===== src/rtl/seq_mul16_addctl_if.sv =====
// Bundles the multiplier request/result signals with the external 16-bit adder
// port (A, B, cin out; R back combinationally). slave = multiplier, master = environment.
interface seq_mul16_addctl_if #(
  parameter int WIDTH = 16
);
  logic               start;
  logic [WIDTH-1:0]   op_a;
  logic [WIDTH-1:0]   op_b;
  logic [WIDTH-1:0]   add_a;
  logic [WIDTH-1:0]   add_b;
  logic               add_cin;
  logic [WIDTH-1:0]   add_r;
  logic               busy;
  logic               done;
  logic [2*WIDTH-1:0] product;

  modport master (
    output start, op_a, op_b, add_r,
    input  add_a, add_b, add_cin, busy, done, product
  );

  modport slave (
    input  start, op_a, op_b, add_r,
    output add_a, add_b, add_cin, busy, done, product
  );
endinterface


===== src/rtl/seq_mul16_addctl.sv =====
// 16x16 shift-and-add multiplier on an external 16-bit adder; done 17 cycles after accept, start ignored while busy.
// MUL_ZERO_BYPASS_EN: a zero operand skips RUN and completes in 2 cycles.
module seq_mul16_addctl #(
  parameter int WIDTH = 16,
  parameter int CNT_W = 5
) (
  input logic             clk,
  input logic             reset,
  seq_mul16_addctl_if.slave bus
);

  typedef enum logic [1:0] {IDLE, RUN, DONE} state_t;

  state_t             state_q, state_d;
  logic [WIDTH-1:0]   acc_q, acc_d;
  logic [WIDTH-1:0]   mq_q, mq_d;
  logic [WIDTH-1:0]   mcand_q, mcand_d;
  logic [CNT_W-1:0]   count_q, count_d;
  logic [2*WIDTH-1:0] product_q, product_d;
  logic               done_q, done_d;

  logic [WIDTH-1:0]   add_a_w, add_b_w;
  logic               add_cin_w;
  logic               cout;
  logic               zero_op;

`ifdef MUL_ZERO_BYPASS_EN
  assign zero_op = (bus.op_a == '0) || (bus.op_b == '0);
`else
  assign zero_op = 1'b0;
`endif

  always_comb begin
    add_a_w   = '0;
    add_b_w   = '0;
    add_cin_w = 1'b0;
    if (state_q == RUN) begin
      add_a_w = acc_q;
      add_b_w = mq_q[0] ? mcand_q : '0;
    end
  end

  // The adder drops its carry; recover it from the operand MSBs and the sum MSB.
  assign cout = (add_a_w[WIDTH-1] & add_b_w[WIDTH-1]) |
                ((add_a_w[WIDTH-1] ^ add_b_w[WIDTH-1]) & ~bus.add_r[WIDTH-1]);

  always_comb begin
    state_d   = state_q;
    acc_d     = acc_q;
    mq_d      = mq_q;
    mcand_d   = mcand_q;
    count_d   = count_q;
    product_d = product_q;
    done_d    = 1'b0;
    case (state_q)
      IDLE: begin
        if (bus.start) begin
          mcand_d = bus.op_a;
          // Zeroing mq on bypass makes the DONE capture {acc,mq} yield 0.
          mq_d    = zero_op ? '0 : bus.op_b;
          acc_d   = '0;
          count_d = '0;
          state_d = zero_op ? DONE : RUN;
        end
      end
      RUN: begin
        acc_d   = {cout, bus.add_r[WIDTH-1:1]};
        mq_d    = {bus.add_r[0], mq_q[WIDTH-1:1]};
        count_d = count_q + CNT_W'(1);
        if (count_q == CNT_W'(WIDTH-1)) begin
          state_d = DONE;
        end
      end
      DONE: begin
        product_d = {acc_q, mq_q};
        done_d    = 1'b1;
        state_d   = IDLE;
      end
      default: state_d = IDLE;
    endcase
  end

  always_ff @(posedge clk or posedge reset) begin
    if (reset) begin
      state_q   <= IDLE;
      acc_q     <= '0;
      mq_q      <= '0;
      mcand_q   <= '0;
      count_q   <= '0;
      product_q <= '0;
      done_q    <= 1'b0;
    end else begin
      state_q   <= state_d;
      acc_q     <= acc_d;
      mq_q      <= mq_d;
      mcand_q   <= mcand_d;
      count_q   <= count_d;
      product_q <= product_d;
      done_q    <= done_d;
    end
  end

  assign bus.add_a   = add_a_w;
  assign bus.add_b   = add_b_w;
  assign bus.add_cin = add_cin_w;
  assign bus.busy    = (state_q != IDLE);
  assign bus.done    = done_q;
  assign bus.product = product_q;

endmodule


===== src/flat_wrapper.sv =====
// flat-port wrapper written by rule: the top's interface ports become plain ports
module seq_mul16_addctl_flat 
#(
  parameter int WIDTH = 16,
  parameter int CNT_W = 5
)
  (clk, reset, bus_start, bus_op_a, bus_op_b, bus_add_r, bus_add_a, bus_add_b, bus_add_cin, bus_busy, bus_done, bus_product);
  seq_mul16_addctl_if #(.WIDTH(WIDTH)) bus_i ();
  input logic clk;
  input logic reset;
  input wire logic [$bits(bus_i.start)-1:0] bus_start;
  input wire logic [$bits(bus_i.op_a)-1:0] bus_op_a;
  input wire logic [$bits(bus_i.op_b)-1:0] bus_op_b;
  input wire logic [$bits(bus_i.add_r)-1:0] bus_add_r;
  output wire logic [$bits(bus_i.add_a)-1:0] bus_add_a;
  output wire logic [$bits(bus_i.add_b)-1:0] bus_add_b;
  output wire logic [$bits(bus_i.add_cin)-1:0] bus_add_cin;
  output wire logic [$bits(bus_i.busy)-1:0] bus_busy;
  output wire logic [$bits(bus_i.done)-1:0] bus_done;
  output wire logic [$bits(bus_i.product)-1:0] bus_product;
  assign bus_i.start = bus_start;
  assign bus_i.op_a = bus_op_a;
  assign bus_i.op_b = bus_op_b;
  assign bus_i.add_r = bus_add_r;
  assign bus_add_a = bus_i.add_a;
  assign bus_add_b = bus_i.add_b;
  assign bus_add_cin = bus_i.add_cin;
  assign bus_busy = bus_i.busy;
  assign bus_done = bus_i.done;
  assign bus_product = bus_i.product;
  seq_mul16_addctl #(.WIDTH(WIDTH), .CNT_W(CNT_W)) u_core (.clk(clk), .reset(reset), .bus(bus_i));
endmodule

===== config.mk =====
export PLATFORM = sky130hd
export DESIGN_NAME = seq_mul16_addctl_flat
export DESIGN_NICKNAME = d
export VERILOG_FILES = /design/src/rtl/seq_mul16_addctl_if.sv /design/src/rtl/seq_mul16_addctl.sv /design/src/flat_wrapper.sv
export SDC_FILE = /design/constraint.sdc
export NUM_CORES = 1
export LEC_CHECK = 0
export ABC_AREA = 1
export CAP_MARGIN = 40
export CORE_UTILIZATION = 47
export CTS_CLUSTER_DIAMETER = 200
export DETAILED_ROUTE_END_ITERATION = 10
export HOLD_SLACK_MARGIN = 0.15
export PLACE_DENSITY_LB_ADDON = 0.3
export SLEW_MARGIN = 20
export SYNTH_ARGS = -nofsm -noshare
export SYNTH_HDL_FRONTEND = slang
export SYNTH_SLANG_ARGS = --single-unit
export TNS_END_PERCENT = 50

===== constraint.sdc =====
create_clock -name clk -period 3.02 [get_ports clk]
set_input_delay 0.302 -clock clk [delete_from_list [all_inputs] [get_ports clk]]
set_output_delay 0.302 -clock clk [all_outputs]
set_load 0.01 [all_outputs]

* Word-level counts from Yosys, hierarchy flattened *
Index checks and enable logic that the tools add are counted.

cells by class
  bitwise operators = 5
  add/sub/neg operators = 1
  mux-type cells = 13
  eq/ne operators = 5
  reduce and logical (&&, ||, !) cells = 6

operator list
  operator                                       count
  2-to-1 mux 16 bit                              5
  one-hot mux 16 bit (2 select lines)            2
  one-hot mux 5 bit (2 select lines)             1
  AND reduction 2 bit                            3
  adder 5 x 1 -> 5 bit, second input constant    1
  == test 5 x 4 -> 1 bit, second input constant  1
  2-to-1 mux 5 bit                               1
  2-to-1 mux 2 bit                               2
  inequality test 2 bit, second input constant   2
  one-hot mux 2 bit (2 select lines)             1
  nonzero test 2 bit                             2
  AND 1 bit                                      2
  == test 2 x 1 -> 1 bit, second input constant  1
  == test 2 bit, second input constant           1
  zero test 2 bit                                1
  2-to-1 mux 1 bit                               1
  inverter 1 bit                                 1
  bitwise OR 1 bit                               1
  bitwise XOR 1 bit                              1

storage, ports and cells
  output and inout port bits = 67
  register bits after elaboration = 88

* Logic depth before layout (Yosys ltp) *
  depth after elaboration = 6
  depth in mapped cells = 8
  gate-level depth less buffers = 6

* Worst setup path before layout *
Ideal clock, no wire load.

  kind = register -> register
  start = register u_core.state_q[1]
  end = register u_core.acc_q[15]
  buffers on the path = 2
  stages on the path, launching flop included = 9
  data arrival time = 1.609 ns
  slack = 1.287 ns
  required time = 2.896 ns
  library setup time = 0.124 ns
  cells stage by stage = dfrtp_1 -> inv_2 -> nand2_1 -> buf_4 -> buf_2 -> nor2_1 -> ha_1 -> a21oi_1 -> o21ai_1

between the ends
  longest elaborated chain between the ends = 6
  elaborated cells on any way between the ends = 12
  classes of those cells = eq/ne: 2; mux: 3; bitwise: 4; reduce/logical: 3

RTL lines
  what                                   RTL line                text
  start: declaration                     seq_mul16_addctl.sv:14  state_t state_q, state_d;
  start signal: assignment               seq_mul16_addctl.sv:93  state_q <= state_d;
  == test 2 x 1 -> 1 bit *               seq_mul16_addctl.sv:37  if (state_q == RUN) begin
  2-to-1 mux 16 bit *                    seq_mul16_addctl.sv:37
  net bus_add_b[15]                      flat_wrapper.sv:16      output wire logic [$bits(bus_i.add_b)-1:0] bus_add_b;
  bitwise XOR 1 bit                      seq_mul16_addctl.sv:45  ((add_a_w[WIDTH-1] ^ add_b_w[WIDTH-1]) & ~bus.add_r[WIDTH-1]);
  AND 1 bit                              seq_mul16_addctl.sv:45
  bitwise OR 1 bit *                     seq_mul16_addctl.sv:44  assign cout = (add_a_w[WIDTH-1] & add_b_w[WIDTH-1]) |
  one-hot mux 16 bit (2 select lines) *  seq_mul16_addctl.sv:55  case (state_q)
  end signal: assignment                 seq_mul16_addctl.sv:86  acc_q <= '0;
  end signal: assignment                 seq_mul16_addctl.sv:94  acc_q <= acc_d;
  end: declaration                       seq_mul16_addctl.sv:15  logic [WIDTH-1:0] acc_q, acc_d;

The timed path passes the listed nets; every way through them passes the cells marked *.
A chain may end at the register's enable or synchronous reset.

* Final worst setup path *
  start = register u_core.state_q[1]
  end = output bus_add_b[14]

between the ends
  longest elaborated chain between the ends = 2

RTL lines
  what                    RTL line
  == test 2 x 1 -> 1 bit  seq_mul16_addctl.sv:37
  2-to-1 mux 16 bit       seq_mul16_addctl.sv:37
  end: declaration        flat_wrapper.sv:16

Every way passes these cells.

==> qor.txt <==
Outcome: finished, final reports clean
Syn nets: 522
# DRC: 0
PD cells: 956 nW/um^2
Place WS: 695 ps
RePlAce Congestion: 0.806
CTS clock-pin slew for the worst setup and hold paths: 90 ps
Starting DRT DRC Count: 172
Maxcap violations: 0
Crit-path max cell delay: 550 ps
Number of global-route vias before repair: 3244
Drt first pass iters: 4
Core Footprint: 7770 sq um
Vias: 3338
Quantity of I/O buffers inserted on ports: 116
Worst Clk Skew: 9.22 ps
Post-synth top cells: nand2_1, dfrtp_1, nor2_1
Clock Latency Late Sink: 340 ps
N_diodes: 0
TritonCTS clock tree: yes
Fin crit share: 89.4%
Mapped Avg Cell Area: 8.12 sq um
I/O pin cnt: 118
# H-tree levels: 3
Seq/Total Area, Yosys: 58.0%
Hold_buf cts: 0
Maximum clock frequency: 0.370 GHz
Routed Antenna Nets: 0
Final WL: 8.41 mm
Worst slew pin tran: 708 ps
WS Path Type: register to primary output
Yosys reg bits: 88
Cell Count Post-Placement: 666
Synth top area cells: dfrtp_1, nand2_1, nor2_1, nand3_1, o21ai_1
Total negative setup slack: 0 ps
Prevailing post-synth register cell: dfrtp_1
Distinct cells, synth: 19
Clk sink count: 88
Synth async-reset ratio: 100%
Yosys top cell area share: 58.0%
WP data arrival: 2400 ps
Worst setup margin: 321 ps
Top delay family on crit path: buffers and inverters
Vias per std cell: 4.89
Syn Std Cell Area: 3800 sq um
Cts bufs inserted: 9
Final setup viols: 0
Chip Width: 91.9 um
Nets: 629
Root Buffer: clkbuf_8
Clock Path Buffers: 2
Most frequent CP cell: inv_2
Fin crit period: 2700 ps
Static Leakage: 2.60 nW
Gates resized, CTS repair: 0
Fin area: 5210 sq um
R2r worst-path depth: 7
WP buf/inv: 3
Initial antenna violation count: 0
Slew Limit Headroom: 52.7%
Yosys Warn Count: 0
Initial core utilization: 48.9%
Setup slack on the worst flop-to-flop path: 1140 ps
Stages on worst setup path: 6
WP data required: 2720 ps
WHS: 362 ps
Die height: 91.9 um
Unrepaired setup endpoints after global routing: no
Largest net degree at the start of global routing: 49
Row count: 32
Final hold vios: 0
Number of synthesized flops with an enable pin: 0
Die area: 8450 sq um
Area leader, netlist: dfrtp_1
Largest fanout on the critical path: 18
Post-CTS Setup Repair Bufs: 0
Count leader, synth: nand2_1
Syn-to-layout area delta: 37.2%
Routed WL per cell: 12.3 um
Fin. max-slew vios: 0
Global-route wire length before repair: 14.4 mm
Critical-path top delay cell: clkdlybuf4s50_1
Max VDD drop: 0.413 mV
Worst hold path type: primary input to asynchronous set/reset pin
Finished Layout Cells: 682
Crit. End Element: primary output
Mapped Cells: 468
Grt total ovfl: 0
Critical-path cell list: inv_2 -> nand2_2 -> inv_2 -> nand2_1 -> nor2_1 -> clkdlybuf4s50_1
Share of cells above drive strength 1: 5.34%
Global-route usage over all layers: 21.3%
HPWL after DPL: 5.79 mm
CP startpoint kind: register
Placed inst area: 5010 sq um
## cell usage in the layout (no fill, tap or decap), drive strengths merged
| cell type | count |
|---|---|
| conb | 1 |
| inv | 36 |
| clkdlybuf4s50 | 116 |
| ha | 3 |
| a21oi | 9 |
| nand4 | 1 |
| nor2 | 44 |
| nand2 | 199 |
| buf | 5 |
| clkbuf | 10 |
| bufinv | 1 |
| o21ai | 37 |
| nand3 | 26 |
| clkinvlp | 1 |
| dfrtp | 88 |
| clkinv | 3 |
## worst paths after layout
| path | from | endpoint |
|---|---|---|
| max reg2reg | u_core.state_q[1]$_DFFE_PP0P_ | u_core.acc_q[15]$_DFFE_PP0P_ |
| min in group clk | u_core.mcand_q[5]$_DFFE_PP0P_ | u_core.mcand_q[5]$_DFFE_PP0P_ |
| max in group asynchronous | reset | u_core.count_q[3]$_DFFE_PP0P_ |
| max | u_core.state_q[1]$_DFFE_PP0P_ | bus_add_b[14] |
| min | reset | u_core.bus.product[23]$_DFFE_PP0P_ |
| min reg2reg | u_core.mcand_q[5]$_DFFE_PP0P_ | u_core.mcand_q[5]$_DFFE_PP0P_ |
## layout make-up
| class | instances | area [sq um] |
|---|---|---|
| clock buffers | 10 | 138 |
| clock inverters | 6 | 65.1 |
| fillers | 630 | 2550 |
| inverters | 35 | 133 |
| multi-input cells | 320 | 1340 |
| flip-flops and latches | 88 | 2200 |
| well taps | 102 | 128 |
| repair buffers | 121 | 1210 |
## per-layer routing
metal / wire length [um] / GRT usage (%)
met1: 3780 / 27.3
met2: 4050 / 36.0
met3: 436 / 3.65
met4: 133 / 8.33
met5: 0 / 0
## logic make-up after synthesis
group | count (synthesis) | share of synthesized area [%]
adders and majority gates | 3 | 0.988
other | 1 | 0.0987
and+or+nand+nor | 270 | 27.9
buffers and inverters | 60 | 6.92
AOI/OAI and AO/OA | 46 | 6.16
DFF | 88 | 58.0
## through the flow
stage                     power (mW)  util [%]
after floorplan                 3.16         -
final                           4.98      67.1
after global placement          4.13      64.5
after detailed placement        4.20      64.5
after global routing            5.40      67.1
after CTS                       5.03      67.1
## sequential cells by signal, summed over array words and instances (netlist names)
| name | flops |
|---|---|
| u_core.mcand_q | 16 |
| u_core.acc_q | 16 |
| u_core.bus.product | 32 |
| u_core.mq_q | 16 |
| u_core.count_q | 5 |
| u_core.state_q | 2 |
| u_core.bus.done | 1 |
## power by group
part | switching, mW | total [mW] | leakage [nW] | internal, mW
logic | 1.12 | 2.19 | 1.43 | 1.07
clock network | 0.408 | 0.816 | 0.103 | 0.408
registers | 0.295 | 1.98 | 1.06 | 1.69
(Power assumes the default switching activity.)
